### src/rtl/adc_serial_capture_pkg.sv
// adc_serial_capture_pkg
//   Shared constants and types for the serial ADC capture block:
//   default geometry of an AD7476-style frame, FSM state encoding and a
//   helper that sizes counters so a modulus of 1 still gets a 1-bit counter.
package adc_serial_capture_pkg;

    localparam int unsigned DEF_N_ADC      = 12;
    localparam int unsigned DEF_FRAME_BITS = 16;
    localparam int unsigned DEF_DIV        = 4;
    localparam int unsigned DEF_QUIET_CYC  = 8;

    typedef enum logic [1:0] {
        IDLE  = 2'd0,
        CONV  = 2'd1,
        QUIET = 2'd2
    } state_t;

    // $clog2(1) is 0; never build a zero-width counter.
    function automatic int unsigned cnt_width(input int unsigned n);
        return (n > 1) ? $clog2(n) : 1;
    endfunction

endpackage

### src/rtl/adc_serial_capture_sclk_divider.sv
// adc_serial_capture_sclk_divider
//   Half-period counter generating the ADC serial clock.
//   Ports:
//     clk, rst_n  - system clock, async active-low reset
//     en          - run the divider (high only while a frame is converting)
//     sclk        - serial clock level; idles high whenever en is low
//     rise_tick   - high on the clk edge at which sclk goes 0->1
module adc_serial_capture_sclk_divider
    import adc_serial_capture_pkg::*;
#(
    parameter int unsigned DIV = DEF_DIV
) (
    input  logic clk,
    input  logic rst_n,
    input  logic en,
    output logic sclk,
    output logic rise_tick
);

    localparam int unsigned HW = cnt_width(DIV);

    logic [HW-1:0] hcnt;
    logic          half_done;

    assign half_done = en && (hcnt == HW'(DIV - 1));
    assign rise_tick = half_done && !sclk;

    always_ff @(posedge clk or negedge rst_n) begin
        if (!rst_n) begin
            hcnt <= '0;
            sclk <= 1'b1;
        end else if (!en) begin
            hcnt <= '0;
            sclk <= 1'b1;
        end else if (half_done) begin
            hcnt <= '0;
            sclk <= ~sclk;
        end else begin
            hcnt <= hcnt + 1'b1;
        end
    end

endmodule

### src/rtl/adc_serial_capture.sv
// adc_serial_capture
//   SPI-style master for a 12-bit AD7476-type ADC. A start request in IDLE
//   drops cs_n and clocks FRAME_BITS sclk cycles; sdata is shifted in on each
//   sclk rise and the low N_ADC bits are published with a one-cycle strobe.
//   cs_n is then held high for QUIET_CYC cycles before the next start.
//   Ports:
//     clk, rst_n  - system clock, async active-low reset
//     start       - conversion request, only honoured in IDLE
//     sdata       - ADC serial data
//     cs_n, sclk  - ADC chip select (active low) and serial clock (idles high)
//     data_ADC    - last captured sample, unsigned, held between frames
//     data_valid  - one-cycle pulse when data_ADC updates
//     busy        - high whenever the FSM is not in IDLE
//     frame_err   - pulses with data_valid if a leading bit was 1
//   Build option: define ADC_LEADZERO_CHECK_EN to enable the leading-zero
//   check; otherwise frame_err is tied low.
module adc_serial_capture
    import adc_serial_capture_pkg::*;
#(
    parameter int unsigned N_ADC      = DEF_N_ADC,
    parameter int unsigned FRAME_BITS = DEF_FRAME_BITS,
    parameter int unsigned DIV        = DEF_DIV,
    parameter int unsigned QUIET_CYC  = DEF_QUIET_CYC
) (
    input  logic             clk,
    input  logic             rst_n,
    input  logic             start,
    input  logic             sdata,
    output logic             cs_n,
    output logic             sclk,
    output logic [N_ADC-1:0] data_ADC,
    output logic             data_valid,
    output logic             busy,
    output logic             frame_err
);

    localparam int unsigned BW = cnt_width(FRAME_BITS);
    localparam int unsigned QW = cnt_width(QUIET_CYC);

    state_t                state, state_nxt;
    logic [BW-1:0]         bcnt;
    logic [QW-1:0]         qcnt;
    logic [FRAME_BITS-1:0] sreg;
    logic [FRAME_BITS-1:0] sreg_nxt;
    logic                  sclk_en;
    logic                  rise_tick;
    logic                  last_bit;
    logic                  quiet_done;

    // Register contents after the current rise; lets the final bit land in
    // data_ADC on the same edge it is sampled.
    assign sreg_nxt   = {sreg[FRAME_BITS-2:0], sdata};
    assign last_bit   = rise_tick && (bcnt == BW'(FRAME_BITS - 1));
    assign quiet_done = (qcnt == QW'(QUIET_CYC - 1));

    adc_serial_capture_sclk_divider #(
        .DIV (DIV)
    ) u_div (
        .clk       (clk),
        .rst_n     (rst_n),
        .en        (sclk_en),
        .sclk      (sclk),
        .rise_tick (rise_tick)
    );

    // State register
    always_ff @(posedge clk or negedge rst_n) begin
        if (!rst_n) begin
            state <= IDLE;
        end else begin
            state <= state_nxt;
        end
    end

    // Next-state logic
    always_comb begin
        state_nxt = state;
        case (state)
            IDLE:    if (start)      state_nxt = CONV;
            CONV:    if (last_bit)   state_nxt = QUIET;
            QUIET:   if (quiet_done) state_nxt = IDLE;
            default:                 state_nxt = IDLE;
        endcase
    end

    // Outputs decoded from the registered state, so cs_n/busy change on the
    // same edge as the state transition.
    always_comb begin
        cs_n    = (state != CONV);
        busy    = (state != IDLE);
        sclk_en = (state == CONV);
    end

    // Counters, shift register and capture
    always_ff @(posedge clk or negedge rst_n) begin
        if (!rst_n) begin
            bcnt       <= '0;
            qcnt       <= '0;
            sreg       <= '0;
            data_ADC   <= '0;
            data_valid <= 1'b0;
        end else begin
            data_valid <= 1'b0;
            case (state)
                IDLE: begin
                    bcnt <= '0;
                    qcnt <= '0;
                end
                CONV: begin
                    if (rise_tick) begin
                        sreg <= sreg_nxt;
                        if (last_bit) begin
                            data_ADC   <= sreg_nxt[N_ADC-1:0];
                            data_valid <= 1'b1;
                            bcnt       <= '0;
                        end else begin
                            bcnt <= bcnt + 1'b1;
                        end
                    end
                end
                QUIET: begin
                    qcnt <= qcnt + 1'b1;
                end
                default: begin
                    bcnt <= '0;
                    qcnt <= '0;
                end
            endcase
        end
    end

`ifdef ADC_LEADZERO_CHECK_EN
    always_ff @(posedge clk or negedge rst_n) begin
        if (!rst_n) begin
            frame_err <= 1'b0;
        end else begin
            frame_err <= last_bit && (|sreg_nxt[FRAME_BITS-1:N_ADC]);
        end
    end

    // The oldest bit falls off the register without ever being needed.
    logic unused_bits;
    assign unused_bits = sreg[FRAME_BITS-1];
`else
    assign frame_err = 1'b0;

    logic unused_bits;
    assign unused_bits = ^{sreg[FRAME_BITS-1], sreg_nxt[FRAME_BITS-1:N_ADC]};
`endif

endmodule

### config.mk
export PLATFORM = sky130hd
export DESIGN_NAME = adc_serial_capture
export DESIGN_NICKNAME = d
export VERILOG_FILES = /design/src/rtl/adc_serial_capture_pkg.sv /design/src/rtl/adc_serial_capture_sclk_divider.sv /design/src/rtl/adc_serial_capture.sv
export SDC_FILE = /design/constraint.sdc
export NUM_CORES = 1
export LEC_CHECK = 0
export ABC_AREA = 1
export CAP_MARGIN = 20
export CORE_MARGIN = 1
export CORE_UTILIZATION = 40
export CTS_CLUSTER_DIAMETER = 40
export CTS_CLUSTER_SIZE = 16
export DETAILED_ROUTE_END_ITERATION = 10
export SYNTH_ARGS = -nofsm -noshare
export SYNTH_HDL_FRONTEND = slang
export SYNTH_SLANG_ARGS = --single-unit
### constraint.sdc
create_clock -name clk -period 1.1 [get_ports clk]
set_input_delay 0.11 -clock clk [delete_from_list [all_inputs] [get_ports clk]]
set_output_delay 0.11 -clock clk [all_outputs]
set_load 0.01 [all_outputs]
==> impl_metrics.csv, run 1 <==
group,metric,value,unit
worst_setup_path,crit_type,"flip-flop to primary output",
cts,insertion_delay,290,ps
power_and_ir_drop,power_per_cell_area,1090,nW/um2
logic_synthesis,synth_most_common_cell,"nand2_1",
logic_synthesis,synth_area,1520,um2
placed_design,gp_congestion,0.781,
die,rows,21,
sta,setup_viol,38,
logic_synthesis,synth_cell_types,19,
finish,diodes,0,
sta,layout_setup_ws,-203,ps
sta,period_minus_slack,1300,ps
worst_setup_path,critical_path.max_fanout,3,
sta,rsz0062_at_grt,"yes",
sta,fin_crit_sh,1.18,
detailed_routing,drt_iter0_drc,71,
worst_setup_path,start_kind,"flip-flop",
cts,clk_pin_slew,70,ps
placed_design,place_ws,-223,ps
die,die_h,63.5,um
logic_synthesis,synthArstFlopShare,1.00,
placed_design,io_buffer_count,19,
sta,hold_viol,0,
grt,grt_util_all_layers,0.193,
worst_setup_path,path_cells,"buf_4 -> buf_6 -> nor2_4 -> inv_1 -> buf_2",
detailed_routing,routedWlPerCell,14.2,um
logic_synthesis,synth_top_area_share,0.578,
logic_synthesis,yosys-top-cells-area,"dfrtp_1, nand2_1, ha_1",
grt,grt_pass1_vias,1220,
worst_setup_path,max_stage_delay,410,ps
cts,clock_sinks,36,
worst_setup_path,crit_path_end_kind,"primary output",
sta,fmax,767,MHz
detailed_routing,drt-pass1-iter-count,4,
outcome,violations,"negative setup slack",
logic_synthesis,yosysWarnings,0,
cts,htreeDepth,2,
worst_setup_path,slowest_stage,"dfrtp_1",
grt,grt_max_degree,37,
die,core-area,3470,um2
die,start_util,0.437,
power_and_ir_drop,total_power,0.00256,W
logic_synthesis,synth-edff-count,0,
power_and_ir_drop,leakage,1.23,nW
worst_setup_path,worst-path-buf-inv,4,
sta,drv_slew,0,
cts,cts_buffers,5,
logic_synthesis,synthCells,167,
detailed_routing,vias_per_cell,4.79,
worst_setup_path,cp.arrival,1190,ps
logic_synthesis,postSynthAreaPerCell,9.07,um2
die,fp.dieW,63.5,um
cts,cts-root-buf,"clkbuf_8",
finish,fin_nets,232,
detailed_routing,vias,1298,
logic_synthesis,ys_seq_area_frac,0.595,
finish,drive_above_1_share,0.422,
cts,clockBufferDepth,2,
grt,grt_remaining_overflow,0,
power_and_ir_drop,peakVddDrop,1230,uV
die,io-pin-count,21,
cts,hold_buffers,0,
grt,antenna_found_initial,0,
logic_synthesis,synth_top_area_cell,"dfrtp_1",
detailed_routing,ant_nets,0,
run,drv_cap,0,
detailed_routing,route.detailed.drc,0,
die,die_area,4040,um2
logic_synthesis,ys_ff_latch,36,
cts,cts_tree,"yes",
outcome,status,"finished, violations left",
logic_synthesis,synth_fp_nets,175,
worst_hold_path,min_path_type,"primary input to async pin",
worst_setup_path,r2r_setup_slack,-200,ps
worst_setup_path,cp_top_family,"buffers and inverters",
detailed_routing,routed_wl,3860,um
placed_design,dpl.hpwl,2090,um
worst_setup_path,crit_required,990,ps
logic_synthesis,netlist_top_cells_count,"nand2_1, dfrtp_1, inv_1",
sta,clock_skew,7.71,ps
grt,grt_pass1_wl,5690,um
finish,area_growth,54.2,%
logic_synthesis,synth_top_flop_cell,"dfrtp_1",
## flip-flops by register name, indices dropped and copies added (netlist names)
name        cells
data_ADC       12
sreg           11
bcnt            4
qcnt            3
state           2
u_div.hcnt      2
data_valid      1
u_div.sclk      1
## cell type report
cell class | count | area, um2
clock buffer | 6 | 72.6
fill | 281 | 1130
timing repair buffer | 54 | 502
sequential | 36 | 903
multi-input combinational | 114 | 712
inverter | 13 | 53.8
clock inverter | 2 | 35.0
tap | 46 | 57.6
## cells by family (layout without fill, tap and decap cells)
family,after synthesis,count (layout),share of synthesized area
compound gates,11,11,0.0380
fa+ha+maj,4,4,0.0330
buf+inv,18,75,0.0603
flops,36,36,0.595
other cells,1,1,0.00247
simple gates,97,98,0.271
## routing by layer
layer,track usage,part of all wire,up-vias
li1,-,-,632
met1,0.230,0.42,632
met2,0.301,0.52,26
met3,0.0743,0.040,8
met4,0.0966,0.019,0
met5,0,0,-
## worst reg2reg max path, cell delays in order, from the launching register on
cell and delay [ps]:
dfrtp_1 410, buf_6 140, nor2_4 130, nand3_4 120
nor2_4 190, buf_6 150, o21ai_2 50
## placed cells by master, fill, tap and decap left out, types with 2 or more instances in the layout
cell             Yosys  layout
nand2_1             81      58
dfrtp_1             35      34
buf_4                2      22
nand2_2              1      21
buf_6                2      14
clkdlybuf4s15_1      0       8
inv_1               11       7
clkbuf_8             0       5
dlygate4sd2_1        0       5
inv_2                2       4
nand2_4              0       4
o21ai_2              0       4
nand3_1              6       4
ha_4                 0       4
nor2_4               2       3
o21ai_1              0       3
clkdlybuf4s50_1      0       3
inv_4                0       2
nand3_4              1       2
o21ai_0             10       2
nand4_1              2       2
## worst paths after layout
check / end / start / cells past startpoint
worst min-delay path: bcnt[3] / rst_n / 2
max in group asynchronous: u_div.sclk / rst_n / 2
worst min register to register: data_ADC[6] / sreg[5] / 2
worst max register to register: state[0] / state[1] / 6
min in group clk: state[0] / start / 3
worst max-delay path: busy / state[1] / 5
## power by group
| part | total [W] | switching (W) | internal, W |
|---|---|---|---|
| logic | 0.0000605 | 0.0000377 | 0.0000228 |
| registers | 0.00134 | 0.00000981 | 0.00133 |
| clock network | 0.00115 | 0.000479 | 0.000672 |
## stage by stage
stage	std cells	setup TNS, ps	util	hold WS (ps)	cell area [um2]
3_5_place_dp	245	-3430	0.541	432	1880
5_1_grt	271	-7390	0.674	210	2340
4_1_cts	259	-4350	0.609	199	2110
2_1_floorplan	167	-1410	-	-186	1520
3_3_place_gp	245	-2610	0.541	422	1880
6_report	271	-4760	0.674	190	2340
## what timing repair did
action,4_1_cts,5_1_grt
gates resized for setup,66,42
gates cloned,2,1
setup endpoints to repair,48,49
setup buffers,4,11
hold endpoints to repair,0,0
pin swaps,15,17
Power figures use the tool's default switching activity.
==> run 2, diff against run 1 <==
- SLEW_MARGIN: not set -> 20
==> results of run 2 <==
No change in the layout: final DEF, timing and power equal those of run 1.
==> run 3, diff against run 2 <==
- clock period: 1.1 -> 1.7 ns (I/O delays scaled with it)
==> run 3 against run 2 <==
The run now ends clean. Core utilization shrank 15 points. Routed wire length shrank 30%. Clock-buffer cell count is the same. Critical path type unchanged. Highest routed layer unchanged.
==> impl_metrics.csv, run 3 (synthesis results as in run 1) <==
group,metric,value,unit
cts,insertion_delay,280,ps
detailed_routing,route.detailed.drc,0,
worst_setup_path,crit_required,1530,ps
cts,htreeDepth,2,
sta,fin_setup_tns,0,ps
finish,final_common_cell,"nand2_1",
sta,hold_viol,0,
cts,hold_buffers,0,
die,start_util,0.437,
worst_setup_path,worstReg2RegStart,"state[1]",
sta,drv_slew,0,
placed_design,dpl.hpwl,1810,um
outcome,status,"completed",
cts,cts-root-buf,"clkbuf_8",
finish,area_growth,20.7,%
finish,drive_above_1_share,0.0995,
grt,antenna_found_initial,0,
finish,fill_cells,342,
die,core-area,3470,um2
detailed_routing,ant_nets,0,
sta,rsz0062_at_grt,"no",
worst_setup_path,start_kind,"flip-flop",
detailed_routing,drt-pass1-iter-count,3,
detailed_routing,vias_per_cell,4.59,
worst_setup_path,max_stage_delay,540,ps
finish,top_register,"data_ADC",
grt,grt_max_degree,37,
detailed_routing,routedWlPerCell,11.4,um
finish,largest_register_ffs,12,
power_and_ir_drop,peakVddDrop,653,uV
sta,clock_skew,7.43,ps
finish,reg_top3,"data_ADC x12, sreg x11, bcnt x4",
sta,period_minus_slack,1590,ps
cts,clockBufferDepth,2,
worst_hold_path,min_path_type,"primary input to async pin",
cts,clock_sinks,36,
finish,layout_common_cells,"nand2_1, dfrtp_1, clkdlybuf4s50_1",
die,rows,21,
power_and_ir_drop,power_per_cell_area,833,nW/um2
worst_setup_path,critical_path.max_fanout,6,
sta,fmax,630,MHz
worst_setup_path,r2r_setup_slack,210,ps
cts,cts_buffers,5,
finish,fin_nets,198,
worst_setup_path,path_cells,"inv_1 -> nand2_1 -> clkdlybuf4s50_1",
die,die_area,4040,um2
run,drv_cap,0,
detailed_routing,drt_iter0_drc,59,
sta,setup_viol,0,
grt,grt_remaining_overflow,0,
power_and_ir_drop,leakage,0.957,nW
worst_setup_path,crit_path_end_kind,"primary output",
grt,grt_pass1_wl,4710,um
worst_setup_path,slowest_stage,"clkdlybuf4s50_1",
grt,grt_pass1_vias,1051,
detailed_routing,routed_wl,2700,um
cts,clk_pin_slew,70,ps
sta,fin_crit_sh,0.933,
worst_setup_path,cp-startpoint,"state[1]",
detailed_routing,vias,1088,
cts,cts_setup_buffers,0,
placed_design,gp_congestion,0.776,
worst_setup_path,crit_type,"flip-flop to primary output",
placed_design,io_buffer_count,19,
cts,cts_tree,"yes",
die,fp.dieW,63.5,um
power_and_ir_drop,total_power,0.00152,W
finish,diodes,0,
worst_setup_path,cp.arrival,1420,ps
die,die_h,63.5,um
grt,grt_util_all_layers,0.153,
die,io-pin-count,21,
==> run 3: path summary, 6_finish.rpt <==
check,cells after the start,end
max in group asynchronous,2,u_div.sclk
hold reg to reg,1,u_div.hcnt[0]
min in group clk,1,u_div.hcnt[0]
hold / removal,2,bcnt[2]
setup / recovery,3,cs_n
setup reg to reg,4,state[0]
==> run 3: worst max-delay path: cells and delay by family (launching register included) <==
kind	cells	cell delay (ps)
buf+inv	2	590
flops	1	440
simple gates	1	100
==> run 3: cell type report <==
type / count / area, um2 / area share
Tap cell: 46 / 57.6 / 0.0315
Sequential cell: 36 / 903 / 0.494
Inverter: 13 / 48.8 / 0.0267
Timing Repair Buffer: 21 / 205 / 0.112
Clock inverter: 2 / 10.0 / 0.00547
Clock buffer: 6 / 82.6 / 0.0451
Multi-Input combinational cell: 113 / 522 / 0.285
==> run 3: metal layers <==
layer / wire (um) / global-route usage / up-vias
li1: - / - / 559
met1: 1360 / 0.193 / 509
met2: 1230 / 0.245 / 16
met3: 86 / 0.0562 / 4
met4: 34 / 0.0426 / 0
met5: 0 / 0 / -
==> run 3: what timing repair did <==
action	CTS	global route
gates resized for setup	0	1
setup endpoints to repair	0	1
endpoints found under the hold margin	0	0
==> run 3: where the power goes <==
group           total, W  internal, W  leakage (nW)  switching [W]
Combinational  0.0000320    0.0000105         0.452      0.0000216
Clock           0.000623     0.000323        0.0510       0.000300
Sequential      0.000869     0.000863         0.454     0.00000517
==> run 3: per-stage QoR <==
stage,setup slack (ps),util,area (um2),instances,hold slack [ps]
floorplan,466,-,1520,167,-126
global placement,194,0.500,1740,229,428
detailed placement,179,0.500,1740,229,427
CTS,25.0,0.527,1830,237,301
global route,45.5,0.527,1830,237,335
finish,113,0.527,1830,237,290
